## config.mk

```make
export PLATFORM = sky130hd
export DESIGN_NAME = conv_operand_loader
export DESIGN_NICKNAME = d
export VERILOG_FILES = /design/src/rtl/conv_operand_loader.sv
export SDC_FILE = /design/constraint.sdc
export NUM_CORES = 1
export LEC_CHECK = 0
export ABC_AREA = 1
export CAP_MARGIN = 25
export CORE_AREA = 2 2 263 265
export CTS_BUF_LIST = sky130_fd_sc_hd__clkbuf_8 sky130_fd_sc_hd__clkbuf_16
export CTS_CLUSTER_DIAMETER = 200
export DETAILED_ROUTE_END_ITERATION = 8
export DIE_AREA = 0 0 265 267
export GPL_ROUTABILITY_DRIVEN = 0
export PLACE_DENSITY_LB_ADDON = 0.25
export SLEW_MARGIN = 40
export SYNTH_ARGS = -nofsm -noshare
export SYNTH_HDL_FRONTEND = slang
export SYNTH_SLANG_ARGS = --single-unit
```

## constraint.sdc

```tcl
create_clock -name clk -period 2.61 [get_ports clk]
set_input_delay 0.3915 -clock clk [delete_from_list [all_inputs] [get_ports clk]]
set_output_delay 0.3915 -clock clk [all_outputs]
set_load 0.05 [all_outputs]
```

## src/rtl/conv_operand_loader.sv

```systemverilog
// conv_operand_loader: fetches one input tile and (optionally) one kernel from
// two single-port BRAMs into flattened operand registers, then pulses
// conv_start. The kernel is cached across tiles unless a reload is requested.
module conv_operand_loader #(
  parameter int TILE_SIZE     = 4,
  parameter int KERNEL_SIZE   = 3,
  parameter int CHANNELS      = 3,
  parameter int DATA_WIDTH    = 8,
  parameter int KERNEL_WIDTH  = 8,
  parameter int IN_ADDR_WIDTH = 15,
  parameter int K_ADDR_WIDTH  = 8,
  parameter int BRAM_LATENCY  = 1,
  localparam int IN_LEN = TILE_SIZE * TILE_SIZE * CHANNELS,
  localparam int K_LEN  = KERNEL_SIZE * KERNEL_SIZE * CHANNELS
) (
  input  logic                           clk,
  input  logic                           reset,
  input  logic                           load_start,
  input  logic [IN_ADDR_WIDTH-1:0]       tile_base_addr,
  input  logic [K_ADDR_WIDTH-1:0]        kernel_base_addr,
  input  logic                           reload_kernel,
  output logic                           in_en,
  output logic [IN_ADDR_WIDTH-1:0]       in_addr,
  input  logic [DATA_WIDTH-1:0]          in_dout,
  output logic                           k_en,
  output logic [K_ADDR_WIDTH-1:0]        k_addr,
  input  logic [KERNEL_WIDTH-1:0]        k_dout,
  output logic [IN_LEN*DATA_WIDTH-1:0]   flatten_input,
  output logic [K_LEN*KERNEL_WIDTH-1:0]  flatten_kernel,
  output logic                           operands_valid,
  output logic                           conv_start,
  input  logic                           operands_ack,
  output logic                           busy
);

  localparam int MAX_LEN = (IN_LEN > K_LEN) ? IN_LEN : K_LEN;
  localparam int CNT_W   = $clog2(MAX_LEN + 1);

  localparam logic [1:0] S_IDLE  = 2'd0;
  localparam logic [1:0] S_FETCH = 2'd1;
  localparam logic [1:0] S_DRAIN = 2'd2;
  localparam logic [1:0] S_READY = 2'd3;

  logic [1:0]       state;
  logic [CNT_W-1:0] cnt;          // index of the issue currently on the BRAM ports
  logic [CNT_W-1:0] last_issue;   // N-1 for the current load
  logic [CNT_W-1:0] cnt_next;
  logic [1:0]       drain_cnt;
  logic             do_k;
  logic             kernel_cached;
  logic             do_k_now;

  // Valid-tag delay line matching the BRAM read latency
  logic             tag_in  [BRAM_LATENCY];
  logic             tag_k   [BRAM_LATENCY];
  logic [CNT_W-1:0] tag_idx [BRAM_LATENCY];

  logic             cap_in;
  logic             cap_k;
  logic [CNT_W-1:0] cap_idx;
  logic [IN_LEN-1:0] in_hit;
  logic [K_LEN-1:0]  k_hit;

  assign do_k_now = reload_kernel | ~kernel_cached;
  assign cnt_next = cnt + CNT_W'(1);
  assign busy     = (state != S_IDLE);

  assign cap_in  = tag_in[BRAM_LATENCY-1];
  assign cap_k   = tag_k[BRAM_LATENCY-1];
  assign cap_idx = tag_idx[BRAM_LATENCY-1];

  // Per-slot write strobes: element i lands in slot LEN-1-i (first element in MSB)
  generate
    for (genvar gi = 0; gi < IN_LEN; gi++) begin : g_in_hit
      assign in_hit[gi] = cap_in && (cap_idx == CNT_W'(gi));
    end
    for (genvar gi = 0; gi < K_LEN; gi++) begin : g_k_hit
      assign k_hit[gi] = cap_k && (cap_idx == CNT_W'(gi));
    end
  endgenerate

  // Control FSM: accept, issue N addresses, drain the BRAM pipeline, hand off
  always_ff @(posedge clk or negedge reset) begin
    if (!reset) begin
      state          <= S_IDLE;
      cnt            <= '0;
      last_issue     <= '0;
      drain_cnt      <= '0;
      do_k           <= 1'b0;
      kernel_cached  <= 1'b0;
      in_en          <= 1'b0;
      in_addr        <= '0;
      k_en           <= 1'b0;
      k_addr         <= '0;
      operands_valid <= 1'b0;
      conv_start     <= 1'b0;
    end else begin
      conv_start <= 1'b0;
      case (state)
        S_IDLE: begin
          if (load_start) begin
            state      <= S_FETCH;
            cnt        <= '0;
            do_k       <= do_k_now;
            last_issue <= do_k_now ? CNT_W'(MAX_LEN - 1) : CNT_W'(IN_LEN - 1);
            in_en      <= 1'b1;
            in_addr    <= tile_base_addr;
            k_en       <= do_k_now;
            if (do_k_now) begin
              k_addr <= kernel_base_addr;
            end
          end
        end
        S_FETCH: begin
          if (cnt == last_issue) begin
            state     <= S_DRAIN;
            drain_cnt <= '0;
            in_en     <= 1'b0;
            k_en      <= 1'b0;
          end else begin
            cnt     <= cnt_next;
            in_addr <= in_addr + IN_ADDR_WIDTH'(1);
            in_en   <= (cnt_next < CNT_W'(IN_LEN));
            if (do_k) begin
              k_addr <= k_addr + K_ADDR_WIDTH'(1);
            end
            k_en    <= do_k && (cnt_next < CNT_W'(K_LEN));
          end
        end
        S_DRAIN: begin
          if (drain_cnt == 2'(BRAM_LATENCY - 1)) begin
            state          <= S_READY;
            operands_valid <= 1'b1;
            conv_start     <= 1'b1;
            if (do_k) begin
              kernel_cached <= 1'b1;
            end
          end else begin
            drain_cnt <= drain_cnt + 2'd1;
          end
        end
        default: begin
          if (operands_ack) begin
            state          <= S_IDLE;
            operands_valid <= 1'b0;
          end
        end
      endcase
    end
  end

  // Shift issue tags along so each one meets its data at the BRAM output
  always_ff @(posedge clk or negedge reset) begin
    if (!reset) begin
      for (int s = 0; s < BRAM_LATENCY; s++) begin
        tag_in[s]  <= 1'b0;
        tag_k[s]   <= 1'b0;
        tag_idx[s] <= '0;
      end
    end else begin
      for (int s = BRAM_LATENCY - 1; s > 0; s--) begin
        tag_in[s]  <= tag_in[s-1];
        tag_k[s]   <= tag_k[s-1];
        tag_idx[s] <= tag_idx[s-1];
      end
      tag_in[0]  <= (state == S_FETCH) && in_en;
      tag_k[0]   <= (state == S_FETCH) && k_en;
      tag_idx[0] <= cnt;
    end
  end

  // Capture returning BRAM data into the flattened operand registers
  always_ff @(posedge clk or negedge reset) begin
    if (!reset) begin
      flatten_input  <= '0;
      flatten_kernel <= '0;
    end else begin
      for (int s = 0; s < IN_LEN; s++) begin
        if (in_hit[s]) begin
          flatten_input[(IN_LEN-1-s)*DATA_WIDTH +: DATA_WIDTH] <= in_dout;
        end
      end
      for (int s = 0; s < K_LEN; s++) begin
        if (k_hit[s]) begin
          flatten_kernel[(K_LEN-1-s)*KERNEL_WIDTH +: KERNEL_WIDTH] <= k_dout;
        end
      end
    end
  end

endmodule

```

==> flow_metrics.tcl <==
set metrics [dict create \
    synth_top_family_by_area "simple AND/OR/NAND/NOR gates" \
    core_area_sq_mm 0.0680 \
    cts_buffers 72 \
    path_clk_slew_ns 0.06 \
    end_kind "output port" \
    grtUsageTotal_pct 24.3 \
    vias 20200 \
    drtPass1Iterations 5 \
    area_growth_pct 42.6 \
    fin_crit_sh_pct 94.6 \
    relSlewSlack_pct 52.8 \
    synth-xor-area-share_pct 0.145 \
    portBuffers 671 \
    required_ns 2.22 \
    yosysSeqAreaShare_pct 67.1 \
    power.internal_mw 21.2 \
    yosysMostFrequentCell "nand2_1" \
    wl_per_cell_um 21.6 \
    final_core_util_pct 50.7 \
    synth_fa_ha_area_share_pct 0.466 \
    synth_nets 2509 \
    start_kind "register" \
    grt_max_degree 85 \
    synth.top_cell.area_share_pct 67.1 \
    final_max_slew_viol_count 0 \
    ys_top_cells_by_count "nand2_1 (766), dfrtp_1 (648), o21ai_0 (603), clkbuf_1 (114), nor2_1 (70)" \
    cts_tree "done" \
    tightestPinTransition_ns 0.705 \
    criticalPathCategory "reg -> out" \
    clock_path_buffers 3 \
    ff_latch_area_sq_mm 0.0162 \
    design.die.area_sq_mm 0.0708 \
    p_seq_share_pct 36.3 \
    switching_share_pct 39.9 \
    postPlaceCellArea_sq_mm 0.0321 \
    holdWs_ns 0.380 \
    synth_compound_area_share_pct 13.4 \
    drtAntennaViolNets 0 \
    max_freq_mhz 405 \
    final_area_sq_mm 0.0345 \
    rsz0062_at_grt "false" \
    wirelength_mm 87.3 \
    start_util_pct 35.6 \
    clock-sinks 648 \
    synthMuxAreaShare_pct 0 \
    p_switching_mw 14.1 \
    fillers 6069 \
    place_hpwl_mm 61.1 \
    row_count 96 \
    comb_power_share_pct 35.3 \
    antenna_found_initial 0 \
    die_h_um 267 \
    viasPerCell 5.00 \
    finalHoldViolCount 0 \
    cp.arrival_ns 2.08 \
    fin_crit_ns 2.47 \
    synth_seq_cells 648 \
    synthArstFlopShare_pct 100 \
    drive_above_1_share_pct 6.37 \
    synth_cell_types 30 \
    tns_ns 0 \
    p_leak_nw 16.2 \
    synthTopCellsByArea "dfrtp_1 (67%), o21ai_0 (12%), nand2_1 (12%)" \
    ir_drop_mv 0.708 \
    drc_errors 0 \
    io_pins 672 \
    synth_top_area_cell "dfrtp_1" \
    status "finished, final reports clean" \
    insertedDiodeCount 0 \
    synth_edf_count 0 \
    cp_max_fo 6 \
    pwr-share-clk_pct 28.4 \
    setup_viol 0 \
    avgSynthCellArea_sq_um 9.84 \
    hold_path_class "in -> async" \
    ys_warn_count 0 \
    nNetsFinal 3169 \
    cellPowerDensity_mw_per_mm2 1020 \
    finalClockSkew_ns 0.0155 \
    max_cap_viol_count 0 \
    grt_pass1_vias 19700 \
    grt_pass1_wl_mm 129 \
    multi_input_area_sq_mm 0.00707 \
    overflow 0 \
    dieWidth_um 265 \
    cts_root_buf "clkbuf_16" \
    drt_iter0_markers 1655 \
    h-tree-depth 3 \
    synth_simple_gate_area_share_pct 15.2 \
    syn_area_sq_mm 0.0242 \
    netlist_instances 2456 \
    clock_latency_ns 0.61 \
    synth_top_flop_cell "dfrtp_1" \
]
## cell families after synthesis
kind of cell             count (synthesis)
AND/OR/NAND/NOR                        927
flip-flops                             648
buffers and inverters                  222
AO/OA/AOI/OAI                          646
adder cells (fa/ha/maj)                  9
XOR/XNOR                                 4
## cells in the final DEF, fill, tap and decap left out, drive strengths merged, types with 20 or more instances in the layout
cell type,n
clkdlybuf4s50,669
nor2,80
nand3,67
nand2,766
clkinv,20
inv,85
a21oi,30
buf,67
o21ai,611
clkbuf,85
dfrtp,648
## cell type report
cell class	count	area share [%]
Multi-Input combinational cell	1586	20.5
Inverter	70	0.762
Timing Repair Buffer	738	21.6
Clock inverter	42	1.09
Sequential cell	648	47.1
Tap cell	882	3.20
Clock buffer	85	5.75
## worst max-delay path: stages, from the launching register on
cell	delay [ns]
dfrtp_1	0.40
inv_1	0.09
ha_1	0.24
inv_1	0.16
dlygate4sd2_1	0.58
## through the flow
step	setup WS (ns)	power, mW	std cells
2_1_floorplan	0.820	20.6	2456
3_3_place_gp	0.281	25.3	3923
3_5_place_dp	0.513	25.5	3923
4_1_cts	0.106	35.6	4051
5_1_grt	0.0371	36.9	4051
6_report	0.141	35.3	4051
## sequential cells by signal, indices dropped and copies added (netlist names)
signal / count
cap_idx: 6
k_addr: 8
in_en: 1
operands_valid: 1
drain_cnt: 2
kernel_cached: 1
state: 2
in_addr: 15
cnt: 6
flatten_input: 384
cap_in: 1
conv_start: 1
flatten_kernel: 216
cap_k: 1
do_k: 1
last_issue: 1
k_en: 1
## repair_timing
item | CTS | global route
resized for setup | 1 | 0
hold buffers | 1 | 0
setup buffers | 0 | 0
hold endpoints to repair | 46 | 0
setup endpoints to repair | 1 | 0
## path summary, 6_finish.rpt
path                                           from            endpoint  slack (ns)  cells past startpoint
max in group asynchronous                     reset               cap_k        1.22                      3
worst min-delay path                          reset  flatten_input[128]        0.38                      2
worst max-delay path                       state[0]                busy        0.14                      4
min in group clk                kernel_base_addr[1]           k_addr[1]        0.43                      5
worst min register to register               cnt[4]          cap_idx[4]        0.46                      0
worst max register to register           cap_idx[1]  flatten_kernel[89]        0.54                      5
## layer usage
metal  vias up  share of wire [%]  GRT usage (%)
met3       161                7.6           6.31
met1      9919                 40           29.7
met5         -                  0              0
li1       9366                  -              -
met4         0                3.7           9.94
met2       799                 49           40.9
## power by group through the flow
stage                     Clock, mW  Sequential [mW]  Combinational (mW)
final                          10.0             12.8                12.5
after global placement            0             12.9                12.4
after global routing           10.7             13.0                13.2
after CTS                      10.2             12.8                12.6
after floorplan                   0             18.0                2.60
after detailed placement          0             13.0                12.5
Power figures use the tool's default switching activity.
